$ cat src/rtl/lector_contadores.sv
// lector_contadores
// Requester side of the output-counter read interface. A start pulse
// launches a sweep over the counters selected by mascara. For each selected
// index the block raises req with idx until the FSM reports idle. It then
// waits for the valid response, stores data in the matching cuenta_N and
// adds it to total. A stall longer than TIMEOUT cycles in either phase
// aborts the sweep and raises the sticky error flag.
//
// Ports:
//   clk, rst        : clock and synchronous active-high reset
//   start, mascara  : sweep launch pulse and channel selection mask
//   idle            : a request is accepted when req && idle at a posedge
//   valid, data     : counter response, one cycle after an accepted request
//   req, idx        : read request and index of the requested counter
//   cuenta_0..3     : captured counter values
//   total           : sum of the values captured in the current sweep
//   busy, done      : sweep in progress / one-cycle end-of-sweep pulse
//   error           : sticky timeout flag, cleared by the next accepted start
module lector_contadores #(
  parameter int DATA_W  = 5,
  parameter int TIMEOUT = 8,
  parameter int TO_W    = 4
) (
  input  logic              clk,
  input  logic              rst,
  input  logic              start,
  input  logic [3:0]        mascara,
  input  logic              idle,
  input  logic              valid,
  input  logic [DATA_W-1:0] data,
  output logic              req,
  output logic [1:0]        idx,
  output logic [DATA_W-1:0] cuenta_0,
  output logic [DATA_W-1:0] cuenta_1,
  output logic [DATA_W-1:0] cuenta_2,
  output logic [DATA_W-1:0] cuenta_3,
  output logic [DATA_W+1:0] total,
  output logic              busy,
  output logic              done,
  output logic              error
);

  typedef enum logic [1:0] {
    ST_ESPERA = 2'd0,
    ST_REQ    = 2'd1,
    ST_WAIT   = 2'd2,
    ST_FIN    = 2'd3
  } state_t;

  // The counter holds the number of stalled cycles already spent; reaching
  // TIMEOUT-1 on a further stalled edge means TIMEOUT cycles have elapsed.
  localparam logic [TO_W-1:0] TO_LAST = TO_W'(TIMEOUT - 1);
  localparam logic [TO_W-1:0] TO_ONE  = TO_W'(1);

  state_t            state_r, state_s;
  logic [3:0]        mask_r, mask_s;
  logic [TO_W-1:0]   to_cnt_r, to_cnt_s;
  logic [DATA_W-1:0] cuenta_r [4];
  logic [DATA_W-1:0] cuenta_s [4];
  logic              req_s;
  logic [1:0]        idx_s;
  logic [DATA_W+1:0] total_s;
  logic              busy_s;
  logic              done_s;
  logic              error_s;
  logic [3:0]        rest_s;

  // Index of the lowest set bit; only meaningful for a non-zero mask.
  function automatic logic [1:0] lowest_bit(input logic [3:0] m);
    logic [1:0] r;
    if (m[0]) begin
      r = 2'd0;
    end else if (m[1]) begin
      r = 2'd1;
    end else if (m[2]) begin
      r = 2'd2;
    end else begin
      r = 2'd3;
    end
    return r;
  endfunction

  assign cuenta_0 = cuenta_r[0];
  assign cuenta_1 = cuenta_r[1];
  assign cuenta_2 = cuenta_r[2];
  assign cuenta_3 = cuenta_r[3];

  // Next-state and next-output computation for the sweep FSM.
  always_comb begin
    state_s  = state_r;
    mask_s   = mask_r;
    to_cnt_s = to_cnt_r;
    cuenta_s = cuenta_r;
    req_s    = req;
    idx_s    = idx;
    total_s  = total;
    busy_s   = busy;
    done_s   = 1'b0;
    error_s  = error;
    // Channels still pending once the current one has been served. Bits are
    // cleared in ascending order, so the lowest remaining bit is the next
    // one above idx.
    rest_s   = mask_r & ~(4'b0001 << idx);

    case (state_r)
      ST_ESPERA: begin
        if (start) begin
          mask_s   = mascara;
          cuenta_s = '{default: '0};
          total_s  = '0;
          error_s  = 1'b0;
          busy_s   = 1'b1;
          to_cnt_s = '0;
          if (mascara == 4'b0000) begin
            state_s = ST_FIN;
          end else begin
            idx_s   = lowest_bit(mascara);
            req_s   = 1'b1;
            state_s = ST_REQ;
          end
        end else begin
          state_s = ST_ESPERA;
        end
      end

      ST_REQ: begin
        if (idle) begin
          // Accepted; valid seen on this same edge is deliberately ignored.
          req_s    = 1'b0;
          to_cnt_s = '0;
          state_s  = ST_WAIT;
        end else if (to_cnt_r == TO_LAST) begin
          req_s    = 1'b0;
          error_s  = 1'b1;
          to_cnt_s = '0;
          state_s  = ST_FIN;
        end else begin
          to_cnt_s = to_cnt_r + TO_ONE;
        end
      end

      ST_WAIT: begin
        if (valid) begin
          cuenta_s[idx] = data;
          total_s       = total + {2'b00, data};
          mask_s        = rest_s;
          to_cnt_s      = '0;
          if (rest_s == 4'b0000) begin
            state_s = ST_FIN;
          end else begin
            idx_s   = lowest_bit(rest_s);
            req_s   = 1'b1;
            state_s = ST_REQ;
          end
        end else if (to_cnt_r == TO_LAST) begin
          error_s  = 1'b1;
          to_cnt_s = '0;
          state_s  = ST_FIN;
        end else begin
          to_cnt_s = to_cnt_r + TO_ONE;
        end
      end

      ST_FIN: begin
        done_s  = 1'b1;
        busy_s  = 1'b0;
        state_s = ST_ESPERA;
      end

      default: begin
        req_s   = 1'b0;
        busy_s  = 1'b0;
        state_s = ST_ESPERA;
      end
    endcase
  end

  // State and registered-output update; reset aborts any sweep silently.
  always_ff @(posedge clk) begin
    if (rst) begin
      state_r  <= ST_ESPERA;
      mask_r   <= 4'b0000;
      to_cnt_r <= '0;
      cuenta_r <= '{default: '0};
      req      <= 1'b0;
      idx      <= 2'd0;
      total    <= '0;
      busy     <= 1'b0;
      done     <= 1'b0;
      error    <= 1'b0;
    end else begin
      state_r  <= state_s;
      mask_r   <= mask_s;
      to_cnt_r <= to_cnt_s;
      cuenta_r <= cuenta_s;
      req      <= req_s;
      idx      <= idx_s;
      total    <= total_s;
      busy     <= busy_s;
      done     <= done_s;
      error    <= error_s;
    end
  end

endmodule
$ cat config.mk
export PLATFORM = sky130hd
export DESIGN_NAME = lector_contadores
export DESIGN_NICKNAME = d
export VERILOG_FILES = /design/src/rtl/lector_contadores.sv
export SDC_FILE = /design/constraint.sdc
export NUM_CORES = 1
export LEC_CHECK = 0
export ABC_AREA = 1
export CAP_MARGIN = 20
export CORE_AREA = 2 2 88 90
export DETAILED_ROUTE_END_ITERATION = 12
export DIE_AREA = 0 0 90 92
export HOLD_SLACK_MARGIN = 0.05
export PLACE_DENSITY = 0.54
export SLEW_MARGIN = 25
export SYNTH_ARGS = -nofsm -noshare
export SYNTH_HDL_FRONTEND = slang
export SYNTH_SLANG_ARGS = --single-unit
$ cat constraint.sdc
create_clock -name clk -period 1.8 [get_ports clk]
set_clock_uncertainty 0.15 [all_clocks]
set_input_delay 0.54 -clock clk [delete_from_list [all_inputs] [get_ports clk]]
set_output_delay 0.54 -clock clk [all_outputs]
set_load 0.03 [all_outputs]
==> impl_metrics.tcl, run 1 <==
set metrics [dict create \
    irDropWorstVdd_mv 0.3662 \
    worst_hold_path_type "flop to flop" \
    setup_tns_ns 0 \
    synth_seq_cells 43 \
    max_stage_delay_ns 0.41 \
    post_drt_via_cell_ratio 4.459 \
    critPathArrivalTime_ns 1.06 \
    clk_pin_slew_ns 0.08 \
    synth_warnings 0 \
    synth_simple_gate_area_share_pct 30.54 \
    htree_levels 2 \
    synth_area_per_cell_um2 6.934 \
    ant_nets 0 \
    syn_inst 312 \
    first_global_vias 2074 \
    fin_cells 501 \
    yosysMostFrequentCell "nand2_1" \
    gp_congestion 0.8121 \
    register_area_um2 865.8 \
    syn_to_final_growth_pct 50.55 \
    p_per_area_nw_per_um2 694.9 \
    post_drt_wl_per_cell_um 11.90 \
    synth-xor-area-share_pct 0.8097 \
    grt_pass1_wl_um 9901 \
    slew_headroom_pct 74.78 \
    crit_chain "dlygate4sd2_1" \
    tritoncts "built" \
    num_vias 2234 \
    ys_seq_area_share_pct 39.79 \
    grt_usage_pct 14.83 \
    setup_ws_ns 0.04560 \
    start_util_pct 29.05 \
    overflow 0 \
    grt_max_degree 18 \
    worstMarginPinSlew_ns 0.3778 \
    ys_top_cells_by_area "dfxtp_1 (40%), nand2_1 (17%), a21oi_1 (10%)" \
    synth_top_family_by_area "simple AND/OR/NAND/NOR gates" \
    syn_area_um2 2163 \
    synth_fa_ha_area_share_pct 6.709 \
    async_flop_share_pct 0 \
    synthTopCellsByCount "nand2_1 (100), a21oi_1 (44), dfxtp_1 (43)" \
    combinationalPowerShare_pct 16.8 \
    drcViolationCount 0 \
    layout-drive-gt1-share_pct 20.80 \
    setup.worst_path.end_class "primary output" \
    placeableCoreArea_um2 7447 \
    pwr-share-seq_pct 43.6 \
    synth_edf_count 0 \
    firstDrtPassIters 4 \
    die-area_um2 8280 \
    critPathKind "flop to primary output" \
    pre_cts_slack_ns -0.6467 \
    cts_hold_buf 0 \
    synth_compound_area_share_pct 14.81 \
    fmax_ghz 0.5700 \
    cp_top_family "buffers and inverters" \
    synth_top_area_cell "dfxtp_1" \
    dieWidth_um 90 \
    cts_setup_buffers 0 \
    power.switching_uw 569.5 \
    slew_violations 0 \
    synth.distinct_cells 28 \
    num_rows 32 \
    cp_max_fo 3 \
    cts_buffer_depth 2 \
    ios 47 \
    crit_buf_inv 1 \
    hpwl_um 4491 \
    p_leak_uw 0.001529 \
    slowest_stage "dlygate4sd2_1" \
    internal-power_uw 1694 \
    port_buffers 46 \
    layout.nets 423 \
    wl_um 5962 \
    synth_top_area_share_pct 39.79 \
    cts_buffers 5 \
    synth_nets 337 \
    switching_share_pct 25.16 \
    fin_crit_sh_pct 97.47 \
    startpoint_type "flop" \
    place_inst 493 \
    drt-initial-drc-count 70 \
    multi_input_area_um2 1261 \
    diodes 0 \
    muxShareOfSynthArea_pct 0 \
    clkLatencyLatePin_ns 0.30 \
    setup_violations 0 \
    required_ns 1.11 \
    clock-sinks 43 \
    max_cap_viol_count 0 \
    ctsRootBufferMaster "clkbuf_8" \
    fillers 786 \
    die_h_um 92 \
    period_needed_ns 1.754 \
    clockPowerShare_pct 39.6 \
    grt_antenna_before_repair 0 \
    synth_top_flop_cell "dfxtp_1" \
    status "finished, final reports clean" \
    finalHoldViolCount 0 \
]
metrics by stage:
step           cell area (µm²)  total power (µW)  hold WS [ns]  utilization, %
6_report                  3257              2263        0.3110           43.73
4_1_cts                   3179              2282        0.3133           42.69
3_3_place_gp              3050              1374        0.3017           40.96
3_5_place_dp              3050              1374        0.3027           40.96
2_1_floorplan             2180              1205        0.2953               -
5_1_grt                   3257              2360        0.3220           43.73
timing repair:
action	4_1_cts	5_1_grt
setup endpoints to repair	46	36
resized for setup	43	32
pin swaps	0	4
final cells by class:
class,count,share of cell area (%)
inverters,33,3.803
clock inverters,2,1.844
well taps,102,3.919
multi-input cells,229,38.72
flip-flops and latches,43,26.58
repair buffers,86,22.90
clock buffers,6,2.228
placed cells by master, fill, tap and decap left out, drive strengths merged, types with 8 or more instances in the layout:
cell type,Yosys,layout
buf,2,44
clkdlybuf4s50,0,8
dfxtp,43,43
a21oi,44,44
ha,10,10
nor2,34,34
inv,32,32
o21ai,13,13
nand3,12,12
dlygate4sd2,0,27
nand2,101,101
state kept, by name (all words and copies together) (netlist names), 2 cells and up:
signal    count
state_r       2
cuenta_0      5
to_cnt_r      4
total         7
mask_r        4
idx           2
cuenta_3      5
cuenta_1      5
cuenta_2      5
final timing paths:
path,startpoint,endpoint,slack [ns],cells past startpoint
hold / removal,cuenta_3[0],cuenta_3[0],0.31,2
setup / recovery,total[5],total[5],0.05,1
setup reg to reg,total[0],total[6],0.11,10
hold reg to reg,cuenta_3[0],cuenta_3[0],0.31,2
power by group through the flow:
| stage | registers [µW] | logic, µW | clock network [µW] |
|---|---|---|---|
| after global placement | 1010 | 364 | 0 |
| final | 987 | 379 | 897 |
| after detailed placement | 1010 | 364 | 0 |
| after floorplan | 1030 | 174 | 0 |
| after global routing | 990 | 420 | 950 |
| after CTS | 988 | 366 | 928 |
cell families after synthesis:
group,Yosys count
and+or+nand+nor,154
AOI/OAI and AO/OA,62
DFF,43
buffers and inverters,40
adders and majority gates,11
xor gates and xnor gates,2
layer usage:
| metal | vias up | global-route usage [%] | part of all wire, % |
|---|---|---|---|
| li1 | 1176 | - | - |
| met1 | 1011 | 19.84 | 49 |
| met2 | 41 | 24.31 | 47 |
| met3 | 6 | 2.958 | 3.5 |
| met4 | 0 | 4.231 | 1.2 |
| met5 | - | 0 | 0 |
Power figures use the tool's default switching activity.
==> run 2: changes to the inputs <==
--- a/config.mk
+++ b/config.mk
@@ -10,7 +10,6 @@
 export CORE_AREA = 2 2 88 90
 export DETAILED_ROUTE_END_ITERATION = 12
 export DIE_AREA = 0 0 90 92
-export HOLD_SLACK_MARGIN = 0.05
 export PLACE_DENSITY = 0.54
 export SLEW_MARGIN = 25
 export SYNTH_ARGS = -nofsm -noshare
==> results of run 2 <==
No change in the layout: final DEF, timing and power equal those of run 1.
